===== src/rtl/cluster_frame_tx.sv =====
// rtl/cluster_frame_tx.sv - per-BX cluster frame buffer and beat serializer
module cluster_frame_tx #(
    parameter int CLUSTER_BITS = 14,
    parameter int FIFO_DEPTH   = 2
) (
    input  logic                      clock4x,
    input  logic                      reset,
    input  logic                      bx_strobe_i,
    input  logic [10:0]               cnt_i,
    input  logic                      overflow_i,
    input  logic [8*CLUSTER_BITS-1:0] clusters_i,
    input  logic                      link_ready_i,
    output logic [55:0]               frame_data_o,
    output logic                      frame_valid_o,
    output logic                      frame_sof_o,
    output logic                      frame_eof_o,
    output logic [7:0]                seq_o,
    output logic [15:0]               dropped_o
);

    localparam int AW = $clog2(FIFO_DEPTH);
    localparam int CW = 8 * CLUSTER_BITS;
    localparam int PW = 4 * CLUSTER_BITS;
    localparam logic [AW:0] FILL_ZERO = '0;
    localparam logic [AW:0] FILL_ONE  = (AW + 1)'(1);
    localparam logic [AW:0] FILL_FULL = (AW + 1)'(FIFO_DEPTH);

    typedef enum logic [1:0] {IDLE, HDR, PAY0, PAY1} state_t;

    // BX record storage; emptiness is tracked by the pointers, so no reset
    logic [10:0]   cnt_mem [FIFO_DEPTH];
    logic          ovf_mem [FIFO_DEPTH];
    logic [CW-1:0] clu_mem [FIFO_DEPTH];
    logic [7:0]    seq_mem [FIFO_DEPTH];

    state_t        state_q, state_d;
    logic [55:0]   data_q, data_d;
    logic          valid_q, valid_d;
    logic          sof_q, sof_d;
    logic          eof_q, eof_d;
    logic [AW:0]   wr_ptr_q, wr_ptr_d;
    logic [AW:0]   rd_ptr_q, rd_ptr_d;
    logic [7:0]    seq_q, seq_d;
    logic [15:0]   dropped_q, dropped_d;

    logic [AW:0]   fill;
    logic          xfer, pop, accept, has_next;
    logic [AW-1:0] rd_idx, next_idx, ld_idx, wr_idx;
    logic [10:0]   ld_cnt;
    logic [1:0]    ld_nb, head_nb;
    logic [55:0]   ld_hdr;
    logic [CW-1:0] head_clu;
    logic [PW-1:0] grp0, grp1;

    function automatic logic [1:0] nbeats_of(input logic [10:0] c);
        if (c == 11'd0)
            return 2'd0;
        else if (c <= 11'd4)
            return 2'd1;
        else
            return 2'd2;
    endfunction

    assign fill     = wr_ptr_q - rd_ptr_q;
    assign rd_idx   = rd_ptr_q[AW-1:0];
    assign wr_idx   = wr_ptr_q[AW-1:0];
    assign next_idx = rd_idx + 1'b1;

    // Handshake, capture decision and the header/payload beat candidates
    always_comb begin
        xfer     = valid_q & link_ready_i;
        pop      = xfer & eof_q;
        accept   = bx_strobe_i & ((fill != FILL_FULL) | pop);
        // After a pop the following record becomes the head of the queue
        has_next = pop ? (fill > FILL_ONE) : (fill != FILL_ZERO);
        ld_idx   = pop ? next_idx : rd_idx;
        ld_cnt   = cnt_mem[ld_idx];
        ld_nb    = nbeats_of(ld_cnt);
        ld_hdr   = {8'hBC, seq_mem[ld_idx], ld_cnt, ovf_mem[ld_idx], ld_nb, 26'd0};
        head_nb  = nbeats_of(cnt_mem[rd_idx]);
        head_clu = clu_mem[rd_idx];
        grp0     = head_clu[0 +: PW];
        grp1     = head_clu[PW +: PW];
    end

    // Next-state for the frame FSM, registered beat outputs and counters
    always_comb begin
        state_d   = state_q;
        data_d    = data_q;
        valid_d   = valid_q;
        sof_d     = sof_q;
        eof_d     = eof_q;
        wr_ptr_d  = wr_ptr_q + {{AW{1'b0}}, accept};
        rd_ptr_d  = rd_ptr_q + {{AW{1'b0}}, pop};
        seq_d     = bx_strobe_i ? seq_q + 8'd1 : seq_q;
        dropped_d = dropped_q;
        if (bx_strobe_i && !accept && dropped_q != 16'hFFFF)
            dropped_d = dropped_q + 16'd1;

        if (state_q == IDLE || pop) begin
            // Start the next frame straight away if one is queued
            if (has_next) begin
                state_d = HDR;
                data_d  = ld_hdr;
                valid_d = 1'b1;
                sof_d   = 1'b1;
                eof_d   = (ld_nb == 2'd0);
            end else begin
                state_d = IDLE;
                data_d  = '0;
                valid_d = 1'b0;
                sof_d   = 1'b0;
                eof_d   = 1'b0;
            end
        end else if (xfer) begin
            case (state_q)
                HDR: begin
                    state_d = PAY0;
                    data_d  = 56'(grp0);
                    sof_d   = 1'b0;
                    eof_d   = (head_nb == 2'd1);
                end
                PAY0: begin
                    state_d = PAY1;
                    data_d  = 56'(grp1);
                    sof_d   = 1'b0;
                    eof_d   = 1'b1;
                end
                default: state_d = state_q;
            endcase
        end
    end

    // Record write into the frame buffer on an accepted strobe
    always_ff @(posedge clock4x) begin
        if (accept) begin
            cnt_mem[wr_idx] <= cnt_i;
            ovf_mem[wr_idx] <= overflow_i;
            clu_mem[wr_idx] <= clusters_i;
            seq_mem[wr_idx] <= seq_q;
        end
    end

    // State, output and counter registers; reset aborts any frame in flight
    always_ff @(posedge clock4x or posedge reset) begin
        if (reset) begin
            state_q   <= IDLE;
            data_q    <= '0;
            valid_q   <= 1'b0;
            sof_q     <= 1'b0;
            eof_q     <= 1'b0;
            wr_ptr_q  <= '0;
            rd_ptr_q  <= '0;
            seq_q     <= '0;
            dropped_q <= '0;
        end else begin
            state_q   <= state_d;
            data_q    <= data_d;
            valid_q   <= valid_d;
            sof_q     <= sof_d;
            eof_q     <= eof_d;
            wr_ptr_q  <= wr_ptr_d;
            rd_ptr_q  <= rd_ptr_d;
            seq_q     <= seq_d;
            dropped_q <= dropped_d;
        end
    end

    assign frame_data_o  = data_q;
    assign frame_valid_o = valid_q;
    assign frame_sof_o   = sof_q;
    assign frame_eof_o   = eof_q;
    assign seq_o         = seq_q;
    assign dropped_o     = dropped_q;

endmodule


===== config.mk =====
export PLATFORM = sky130hd
export DESIGN_NAME = cluster_frame_tx
export DESIGN_NICKNAME = d
export VERILOG_FILES = /design/src/rtl/cluster_frame_tx.sv
export SDC_FILE = /design/constraint.sdc
export NUM_CORES = 1
export LEC_CHECK = 0
export BUFFER_PORTS_ARGS = -buffer_cell sky130_fd_sc_hd__buf_2
export CORE_UTILIZATION = 55
export CTS_CLUSTER_DIAMETER = 120
export DETAILED_ROUTE_END_ITERATION = 16
export GPL_TIMING_DRIVEN = 0
export PLACE_DENSITY = 0.78
export SLEW_MARGIN = 25
export SYNTH_ARGS = -nofsm -noshare
export SYNTH_HDL_FRONTEND = slang
export SYNTH_SLANG_ARGS = --single-unit

===== constraint.sdc =====
create_clock -name clock4x -period 6.7 [get_ports clock4x]
set_input_delay 0.67 -clock clock4x [delete_from_list [all_inputs] [get_ports clock4x]]
set_output_delay 0.67 -clock clock4x [all_outputs]
set_load 0.01 [all_outputs]

# == After elaboration in Yosys (flattened, before gate mapping) ==
# Memory sizes are Yosys's and may differ from the RTL's.
# Index checks and enable logic that the tools add are counted.
# op_classes
addsub,6
magnitude_cmp,3
n_eq_ne,5
mux,24
bitwise,4
n_reduce_logical,15
# ops
operator,count
$mux W56,3
$pmux W56 S2,1
$le A11 B3 Y1 const B,2
$logic_not A11 Y1,2
$add A16 B1 Y16 const B,1
$ne A16 B16 Y1 const B,1
$mux W1,12
$mux W2,6
$add A8 B1 Y8 const B,1
$reduce_bool A2 Y1,3
$add A2 B1 Y2,2
$eq A2 B1 Y1 const B,2
$logic_not A2 Y1,2
$pmux W2 S2,1
$reduce_and A2 Y1,2
$and A1 B1 Y1,3
$reduce_bool A3 Y1,1
$eq A2 B2 Y1 const B,1
$gt A2 B1 Y1 const B,1
$logic_and A1 B1 Y1,2
$ne A2 B2 Y1 const B,1
$pmux W1 S2,1
$reduce_or A2 Y1,1
$sub A2 B2 Y2,1
other kinds (4),4
# word_totals
regBits,89
ram_bits,264
input_bits,128
output_inout_bits,83
wordCells,70
mem_count,4
# mem_list
name,words,width,rd,rd_ports_with_merged_regs,write_ports,line_no,text
clu_mem,2,112,1,0,1,33,logic [CW-1:0] clu_mem [FIFO_DEPTH];
cnt_mem,2,11,2,0,1,31,logic [10:0] cnt_mem [FIFO_DEPTH];
seq_mem,2,8,1,0,1,34,logic [7:0] seq_mem [FIFO_DEPTH];
ovf_mem,2,1,1,0,1,32,logic ovf_mem [FIFO_DEPTH];

# == Logic depth before layout (Yosys ltp) ==
# An unclocked memory read counts as a cell.
# logic_depth
depth_word,10
ltp_mapped,9
mapped_depth_nobuf,8

# == Worst setup path before layout ==
# OpenSTA, ideal clock, no wires.
# synth_timing
kind,input port to flip-flop
startpoint,input port bx_strobe_i
endpoint,memory clu_mem[1][0] (netlist name) (enable)
setup_ns,0.509
t_arrival_ns,4.278
required_ns,6.191
setup_slack_ns,1.913
stages,4
n_path_buf,1
cell_sequence,clkbuf_1 inv_1 a31oi_1 ha_1
# synth_via
elab_chain_len,3
# synth_lines
element,line_no,text
"start, declared",8,"input logic bx_strobe_i,"
$and A1 B1 Y1,73,accept = bx_strobe_i & ((fill != FILL_FULL) | pop);
$mux W1,136,if (accept) begin
$mux W1 (implied by the code),139,clu_mem[wr_idx] <= clusters_i;
"end, declared",33,
# Every way passes these cells.

# == Worst setup path in the final report ==
# layout_timing
startpoint,register wr_ptr_q[0]
endpoint,memory clu_mem[1][53] (netlist name) (enable)
# layout_via
elab_chain_len,6
# layout_lines
element,line_no,text
"start, declared",41,"logic [AW:0] wr_ptr_q, wr_ptr_d;"
"start signal, assigned",162,wr_ptr_q <= wr_ptr_d;
$sub A2 B2 Y2,64,assign fill = wr_ptr_q - rd_ptr_q;
$ne A2 B2 Y1,73,
$or A1 B1 Y1,73,
$and A1 B1 Y1,73,
$mux W1,136,
$mux W1 (implied by the code),139,
# Several ways; a longest one is shown, not always the timed one.

==> results_dict.tcl <==
set metrics [dict create \
    outcome "finished clean" \
    cts_hold_buf 0 \
    syn_area_um2 13400 \
    track_usage_pct 23.1 \
    final.setup_skew_ns 0.0253 \
    critPathKind "reg -> reg" \
    hold_viol 0 \
    rows 56 \
    stdcell_area_um2 16300 \
    synth-seq-cells 353 \
    path_clk_slew_ns 0.06 \
    fillers 1579 \
    die_area_um2 25100 \
    grt_setup_unrepaired "no" \
    place_hpwl_um 18600 \
    path_cells "inv_1 -> ha_1 -> xor3_1 -> a31oi_1 -> ha_4 -> buf_16 -> buf_16" \
    path_delay_family "adder cells" \
    period_share_pct 45.0 \
    fmax_ghz 0.332 \
    grt_max_degree 63 \
    ys_seq_area_share_pct 75.6 \
    hp-class "in -> async" \
    p_sw_share_pct 23.6 \
    numPortBuffers 209 \
    core_area_um2 23800 \
    critPathLaunchType "flop" \
    setup_viol 0 \
    cellInternalPower_w 0.00432 \
    peakVddDrop_uv 281 \
    cp_slowest_stage_delay_ns 0.66 \
    ios 211 \
    nets 1130 \
    cp_max_fo 46 \
    synthFlopType "edfxtp_1" \
    fp.dieW_um 158 \
    grt_overflow 0 \
    numCtsBuffers 37 \
    grt_pass1_vias 7685 \
    power_density_nw_per_um2 347 \
    netlist_instances 740 \
    antenna_left 0 \
    num_vias 7469 \
    slew_viol_final 0 \
    worst_pin_slew_ns 0.790 \
    drc 0 \
    die_y_um 158 \
    pwr-share-clk_pct 35.8 \
    power_switching_w 0.00133 \
    setup_tns_ns 0 \
    wl_um 27900 \
    power_frac_comb_pct 11.2 \
    yosys_warnings 0 \
    avgSynthCellArea_um2 18.2 \
    cpMostUsedCell "buf_16" \
    drt_iter0_markers 551 \
    cts_resized 0 \
    gp_congestion 0.736 \
    grt_antenna_before_repair 4 \
    pwr-share-seq_pct 53.0 \
    final_core_util_pct 68.7 \
    firstDrtPassIters 6 \
    async_reset_ff_share_pct 25.2 \
    synth_edf_count 264 \
    grt_pass1_wl_um 42500 \
    wl_per_cell_um 20.7 \
    vias_per_cell 5.55 \
    crit_required_ns 6.89 \
    finalPower_w 0.00566 \
    power.leakage_nw 6.23 \
    cts_max_level 2 \
    end_kind "flop" \
    arrival_ns 3.21 \
    clk_path_buf_depth 3 \
    post_cts_buffers 0 \
    hold-worst-slack_ns 0.129 \
    cts_num_sinks 353 \
    synth_nets 876 \
    synthDistinctLibCells 46 \
    cts_root_buffer "clkbuf_16" \
    relSlewSlack_pct 47.3 \
    dpl-instance-area_um2 15100 \
    clock_latency_ns 0.52 \
    min_period_ns 3.02 \
    start_util_pct 56.6 \
    drive_above_1_share_pct 33.8 \
    cp_slowest_cell "ha_4" \
    syn_to_final_growth_pct 21.3 \
    crit_buf_inv 3 \
    cap_violations 0 \
    tritoncts "yes" \
]
synth_stat cells, drive strengths merged (3+ instances only):
| library cell | n | share of area, % |
|---|---|---|
| inv | 7 | 0.20 |
| nand3 | 11 | 0.41 |
| a21oi | 36 | 1.3 |
| nor2 | 15 | 0.42 |
| nand4 | 11 | 0.51 |
| ha | 8 | 0.74 |
| nand2 | 76 | 2.1 |
| clkbuf | 24 | 0.67 |
| o21a | 3 | 0.17 |
| o21ai | 15 | 0.56 |
| xor2 | 7 | 0.46 |
| mux2i | 39 | 2.9 |
| mux4 | 56 | 9.4 |
| xnor2 | 19 | 1.2 |
| mux2 | 3 | 0.25 |
| edfxtp | 264 | 59 |
| o22ai | 16 | 0.74 |
| dfrtp | 89 | 17 |
| buf | 12 | 0.42 |
stage by stage:
stage / instances / setup WS, ns
2_1_floorplan: 740 / 1.91
3_3_place_gp: 1268 / 0.133
3_5_place_dp: 1274 / 3.61
4_1_cts: 1342 / 3.66
5_1_grt: 1343 / 3.51
6_report: 1346 / 3.68
layer usage:
layer	track usage (%)	vias to the layer above	part of all wire, %
met5	0	-	0.047
met4	7.37	2	2.1
met3	6.42	48	8.4
met2	38.2	302	50
met1	29.8	3720	39
li1	-	3397	-
cell type report:
class                   instances  area, µm²  area share, %
clock inverters                20        234           1.43
repair buffers                215       1200           7.34
clock buffers                  48        997           6.12
multi-input cells             344       3140           19.2
flip-flops and latches        353      10200           62.3
well taps                     319        399           2.45
plain buffers                  36        146          0.898
inverters                       7       31.3          0.192
diodes                          4       10.0         0.0614
layout by cell type, fill, tap and decap left out, drive strengths merged, types with 3 or more instances in the layout:
master and instances:
a21oi 36, buf 227, bufinv 4, clkbuf 72, clkinv 15, dfrtp 89, diode 4, edfxtp 264
ha 8, inv 8, mux2 3, mux2i 39, mux4 56, nand2 76, nand3 11, nand4 11
nor2 15, o21a 3, o21ai 15, o22ai 16, xnor2 19, xor2 7
flip-flops by register name (all words and copies together) (netlist names), 8 cells and up:
name / flops
cnt_mem: 22
frame_data_o: 56
seq_o: 8
seq_mem: 16
clu_mem: 224
dropped_o: 16
cells by family after synthesis:
logic type                 after synthesis  synth area share [%]
DFF                                    353                  75.6
and+or+nand+nor                        131                  4.51
muxes                                   98                  12.5
AOI/OAI and AO/OA                       80                  3.50
buffers and inverters                   43                  1.28
xor gates and xnor gates                27                  1.87
adders and majority gates                8                 0.745
worst paths after layout:
check	from	to	slack, ns	depth (start not counted)
worst max-delay path	wr_ptr_q[0]	clu_mem[1][53]	3.68	7
worst min register to register	wr_ptr_q[1]	wr_ptr_q[1]	0.48	1
worst min-delay path	reset	frame_data_o[1]	0.13	2
min in group clock4x	clusters_i[10]	clu_mem[0][10]	0.33	1
worst max register to register	wr_ptr_q[0]	clu_mem[1][53]	3.68	7
max in group asynchronous	reset	frame_data_o[27]	5.95	3
power groups by stage:
stage,Combinational [W],Clock [W],Sequential (W)
floorplan,0.000356,0,0.00307
global placement,0.000555,0,0.00311
detailed placement,0.000644,0,0.00304
CTS,0.000647,0.00206,0.00300
global route,0.000698,0.00215,0.00303
finish,0.000635,0.00203,0.00300
No activity file was read; power rests on OpenSTA's default activity.
